[src/rtl/div_pkg.sv]
// Shared types and constants for the sequential restoring divider.
// Provides the FSM state type, default width and iteration counter sizing.
package div_pkg;

    typedef enum logic [1:0] {
        IDLE,
        RUN,
        DONE
    } div_state_t;

    localparam int DIV_WIDTH_DEFAULT = 4;

    // Counter must hold WIDTH-1; never narrower than one bit.
    function automatic int cnt_width(input int w);
        return ($clog2(w) < 1) ? 1 : $clog2(w);
    endfunction

    localparam int DIV_CNT_W_DEFAULT = cnt_width(DIV_WIDTH_DEFAULT);

endpackage

[src/rtl/seq_restoring_divider_subtractor.sv]
// N-bit ripple-borrow subtractor built from full-subtractor cells.
// Ports: a, b (minuend, subtrahend), diff = a - b, borrow_out (a < b).
module ripple_subtractor #(
    parameter int N = 5
) (
    input  logic [N-1:0] a,
    input  logic [N-1:0] b,
    output logic [N-1:0] diff,
    output logic         borrow_out
);

    logic [N:0] bw;

    assign bw[0] = 1'b0;

    for (genvar i = 0; i < N; i++) begin : g_cell
        assign diff[i]  = a[i] ^ b[i] ^ bw[i];
        assign bw[i+1]  = (~a[i] & b[i])
                        | (~a[i] & bw[i])
                        | (b[i] & bw[i]);
    end

    assign borrow_out = bw[N];

endmodule

[src/rtl/seq_restoring_divider.sv]
// Iterative unsigned restoring divider, one quotient bit per clock.
// Ports: clk, rst (sync, active-high), start, dividend, divisor in;
//        busy, done (1-cycle strobe), quotient, remainder, div_by_zero out.
module seq_restoring_divider
    import div_pkg::*;
#(
    parameter int WIDTH = DIV_WIDTH_DEFAULT
) (
    input  logic             clk,
    input  logic             rst,
    input  logic             start,
    input  logic [WIDTH-1:0] dividend,
    input  logic [WIDTH-1:0] divisor,
    output logic             busy,
    output logic             done,
    output logic [WIDTH-1:0] quotient,
    output logic [WIDTH-1:0] remainder,
    output logic             div_by_zero
);

    localparam int CW = cnt_width(WIDTH);

    div_state_t       state;
    logic [WIDTH-1:0] rem_acc;
    logic [WIDTH-1:0] quo_acc;
    logic [WIDTH-1:0] div_reg;
    logic [CW-1:0]    count;

    logic [WIDTH:0]   shifted;
    logic [WIDTH:0]   trial;
    logic             borrow;
    logic [WIDTH-1:0] rem_next;
    logic [WIDTH-1:0] quo_next;
    logic             trial_msb_unused;

    assign shifted = {rem_acc, quo_acc[WIDTH-1]};

    ripple_subtractor #(
        .N(WIDTH + 1)
    ) u_sub (
        .a         (shifted),
        .b         ({1'b0, div_reg}),
        .diff      (trial),
        .borrow_out(borrow)
    );

    // Partial remainder stays below the divisor, so a kept trial
    // never has its top bit set.
    assign trial_msb_unused = trial[WIDTH];

    assign rem_next = borrow ? shifted[WIDTH-1:0]
                             : trial[WIDTH-1:0];
    assign quo_next = {quo_acc[WIDTH-2:0], ~borrow};

    always_ff @(posedge clk) begin
        if (rst) begin
            state       <= IDLE;
            busy        <= 1'b0;
            done        <= 1'b0;
            quotient    <= '0;
            remainder   <= '0;
            div_by_zero <= 1'b0;
            rem_acc     <= '0;
            quo_acc     <= '0;
            div_reg     <= '0;
            count       <= '0;
        end else begin
            done <= 1'b0;
            unique case (state)
                // DONE accepts a new start exactly like IDLE.
                IDLE, DONE: begin
                    if (start) begin
                        if (divisor != '0) begin
                            rem_acc     <= '0;
                            quo_acc     <= dividend;
                            div_reg     <= divisor;
                            count       <= CW'(WIDTH - 1);
                            div_by_zero <= 1'b0;
                            busy        <= 1'b1;
                            state       <= RUN;
                        end else begin
                            quotient    <= '1;
                            remainder   <= dividend;
                            div_by_zero <= 1'b1;
                            done        <= 1'b1;
                            state       <= DONE;
                        end
                    end else begin
                        state <= IDLE;
                    end
                end
                RUN: begin
                    rem_acc <= rem_next;
                    quo_acc <= quo_next;
                    if (count == '0) begin
                        quotient  <= quo_next;
                        remainder <= rem_next;
                        busy      <= 1'b0;
                        done      <= 1'b1;
                        state     <= DONE;
                    end else begin
                        count <= count - 1'b1;
                    end
                end
                default: begin
                    busy  <= 1'b0;
                    state <= IDLE;
                end
            endcase
        end
    end

endmodule

[config.mk]
export PLATFORM = sky130hd
export DESIGN_NAME = seq_restoring_divider
export DESIGN_NICKNAME = d
export VERILOG_FILES = /design/src/rtl/div_pkg.sv /design/src/rtl/seq_restoring_divider_subtractor.sv /design/src/rtl/seq_restoring_divider.sv
export SDC_FILE = /design/constraint.sdc
export NUM_CORES = 1
export LEC_CHECK = 0
export CORE_MARGIN = 2
export CORE_UTILIZATION = 51
export CTS_CLUSTER_SIZE = 24
export DETAILED_ROUTE_END_ITERATION = 8
export PLACE_DENSITY = 0.78
export REMOVE_ABC_BUFFERS = 1
export SLEW_MARGIN = 20
export SYNTH_ARGS = -nofsm -noshare
export SYNTH_HDL_FRONTEND = slang
export SYNTH_SLANG_ARGS = --single-unit
[constraint.sdc]
create_clock -name clk -period 3.15 [get_ports clk]
set_input_delay 0.63 -clock clk [delete_from_list [all_inputs] [get_ports clk]]
set_output_delay 0.63 -clock clk [all_outputs]
set_load 0.05 [all_outputs]
==> flow_summary.json <==
{
  "place.gp.congestion": 0.809,
  "drt-initial-drc-count": 26,
  "cts.sinks": 27,
  "first_pass_iters": 6,
  "syn_inst": 133,
  "cp-start-kind": "flop",
  "num_vias": 1121,
  "slew_headroom": 0.538,
  "min_period_ns": 2.77,
  "cp-end-kind": "flop",
  "rows": 17,
  "intPower_uw": 506,
  "switching_power_uw": 256,
  "start_util": 0.554,
  "core_um2": 2250,
  "synth_cell_types": 28,
  "status": "finished, final reports clean",
  "p_clk_frac": 0.203,
  "pwr-share-seq": 0.515,
  "critPathMaxFanout": 5,
  "synth_seq_cells": 27,
  "finalSetupViolCount": 0,
  "drc_errors": 0,
  "sw_frac_of_total": 0.336,
  "cts_root_buf": "clkbuf_4",
  "cts_resized": 0,
  "register_area_um2": 541,
  "die_w_um": 53.5,
  "yosys_warnings": 0,
  "grt_max_degree": 22,
  "hold_violations": 0,
  "die_h_um": 53.5,
  "grt_pass1_vias": 1014,
  "area_delta_synth_final_pct": 20.4,
  "synthTopCellsByArea": "dfxtp_1, a21oi_1, fa_1",
  "ir_drop_v": 0.000370,
  "drive_gt1_frac": 0.0855,
  "clk_path_buf_depth": 2,
  "cp.arrival_ns": 3.00,
  "fillers": 202,
  "grt_usage": 0.214,
  "cts_tree": "yes",
  "critical_path_required_ns": 3.38,
  "leakagePower_nw": 0.522,
  "routedWlPerCell_um": 15.0,
  "dp.cells": 176,
  "ios": 22,
  "hold_buffers": 0,
  "avgSynthCellArea_um2": 9.40,
  "grt_pass1_wl_mm": 4.49,
  "min_period_over_period": 0.880,
  "drv_cap": 0,
  "clk_pin_slew_worst_paths_ns": 0.16,
  "antenna_found_initial": 0,
  "insertion_delay_ns": 0.33,
  "skew_ns": 0.00928,
  "htreeDepth": 1,
  "fmax_ghz": 0.361,
  "cts_buffers": 3,
  "hpwl_mm": 1.95,
  "numPortBuffers": 21,
  "nets": 169,
  "multi_input_area_um2": 641,
  "setup_tns_ns": 0,
  "power.density_nw_per_um2": 506,
  "crit_type": "reg -> reg",
  "seq_area_frac_synth": 0.432,
  "finalMaxSlewViolations": 0,
  "hold_class": "reg -> reg",
  "routed_wl_mm": 2.70,
  "yosysTopAreaCell": "dfxtp_1",
  "diodes": 0,
  "die_area_um2": 2860,
  "p_comb_frac": 0.282,
  "viasPerCell": 6.23,
  "instances_no_fill": 180,
  "post_cts_buffers": 0,
  "synth_area_um2": 1250,
  "worst-slew-pin-transition_ns": 0.693,
  "synth_top_area_frac": 0.432,
  "rsz0062_at_grt": "no",
  "overflow": 0,
  "ant_nets": 0
}
## critical path, cell delays in order (launching register included)
cell and delay, ns:
dfxtp_1 0.38, inv_1 0.05, ha_1 0.21, fa_1 0.42
fa_1 0.40, fa_1 0.44, nor3b_1 0.17, a211o_1 0.30
a311oi_1 0.31
## worst paths after layout
path | from | to | slack (ns) | depth (start not counted)
setup / recovery | quo_acc[3]$_SDFFE_PP0P_ | remainder[3]$_SDFFE_PP0P_ | 0.38 | 8
hold / removal | div_by_zero$_SDFFE_PP0P_ | div_by_zero$_SDFFE_PP0P_ | 0.47 | 2
setup reg to reg | quo_acc[3]$_SDFFE_PP0P_ | remainder[3]$_SDFFE_PP0P_ | 0.38 | 8
hold reg to reg | div_by_zero$_SDFFE_PP0P_ | div_by_zero$_SDFFE_PP0P_ | 0.47 | 2
## cell usage in the layout, fill, tap and decap left out, drive strengths merged, types with 2 or more instances in the layout
cell type,Yosys,final
dfxtp,27,27
clkdlybuf4s50,0,21
a21oi,13,13
o21ai,13,13
nand2,12,12
inv,7,7
a211oi,6,6
nor3b,5,5
a311oi,5,5
a211o,4,4
o211ai,4,4
nand3,4,4
o221a,4,4
nand2b,3,3
nor2,3,3
a31oi,3,3
fa,3,3
clkbuf,7,3
buf,2,3
ha,2,2
## area by class of cell
cell class,instances,share of cell area
Timing Repair Buffer,24,0.155
Sequential cell,27,0.359
Clock inverter,1,0.00499
Inverter,7,0.0175
Clock buffer,3,0.0150
Multi-Input combinational cell,90,0.426
Tap cell,28,0.0233
## cell usage after synthesis
master	instances
fa_1	3
or4_4	1
o21ai_4	1
a211o_1	4
a31oi_1	3
nand2_1	12
nand3b_1	1
nor2b_1	1
inv_1	7
a211oi_1	6
nor4_4	1
o211ai_1	4
dfxtp_1	27
a311oi_1	5
o221a_2	3
nand2b_1	3
a21oi_1	13
nor2_1	3
buf_2	1
a221oi_1	1
ha_1	2
clkbuf_1	7
buf_6	1
and3b_1	1
nand3_1	4
o21ai_0	12
nor3b_1	5
o221a_1	1
## power groups by stage
stage,clock (mW),combinational [mW],sequential (mW)
2_1_floorplan,0,0.100,0.438
3_3_place_gp,0,0.208,0.399
3_5_place_dp,0,0.213,0.400
4_1_cts,0.161,0.214,0.392
5_1_grt,0.172,0.234,0.397
6_report,0.155,0.215,0.393
## layer usage
metal	track usage	wire length, um
met5	0	0
met1	0.281	1250
met4	0.0855	66
met3	0.0367	173
met2	0.346	1210
## stage by stage
| step | setup WS (ns) | utilization | cell area [um^2] | power [mW] | hold slack, ns |
|---|---|---|---|---|---|
| floorplan | 0.700 | - | 1210 | 0.538 | 0.432 |
| global placement | 0.578 | 0.654 | 1480 | 0.607 | 0.448 |
| detailed placement | 0.446 | 0.654 | 1480 | 0.613 | 0.449 |
| CTS | 0.413 | 0.668 | 1510 | 0.767 | 0.469 |
| global route | 0.308 | 0.668 | 1510 | 0.803 | 0.513 |
| finish | 0.377 | 0.668 | 1510 | 0.762 | 0.467 |
## logic make-up (layout without fill, tap and decap cells)
group                    after synthesis  count (layout)  synth area share
AND/OR/NAND/NOR                       32              32             0.150
AO/OA/AOI/OAI                         53              53             0.294
flip-flops                            27              27             0.432
buffers and inverters                 16              35            0.0551
adder cells (fa/ha/maj)                5               5            0.0681
Power figures use the tool's default switching activity.
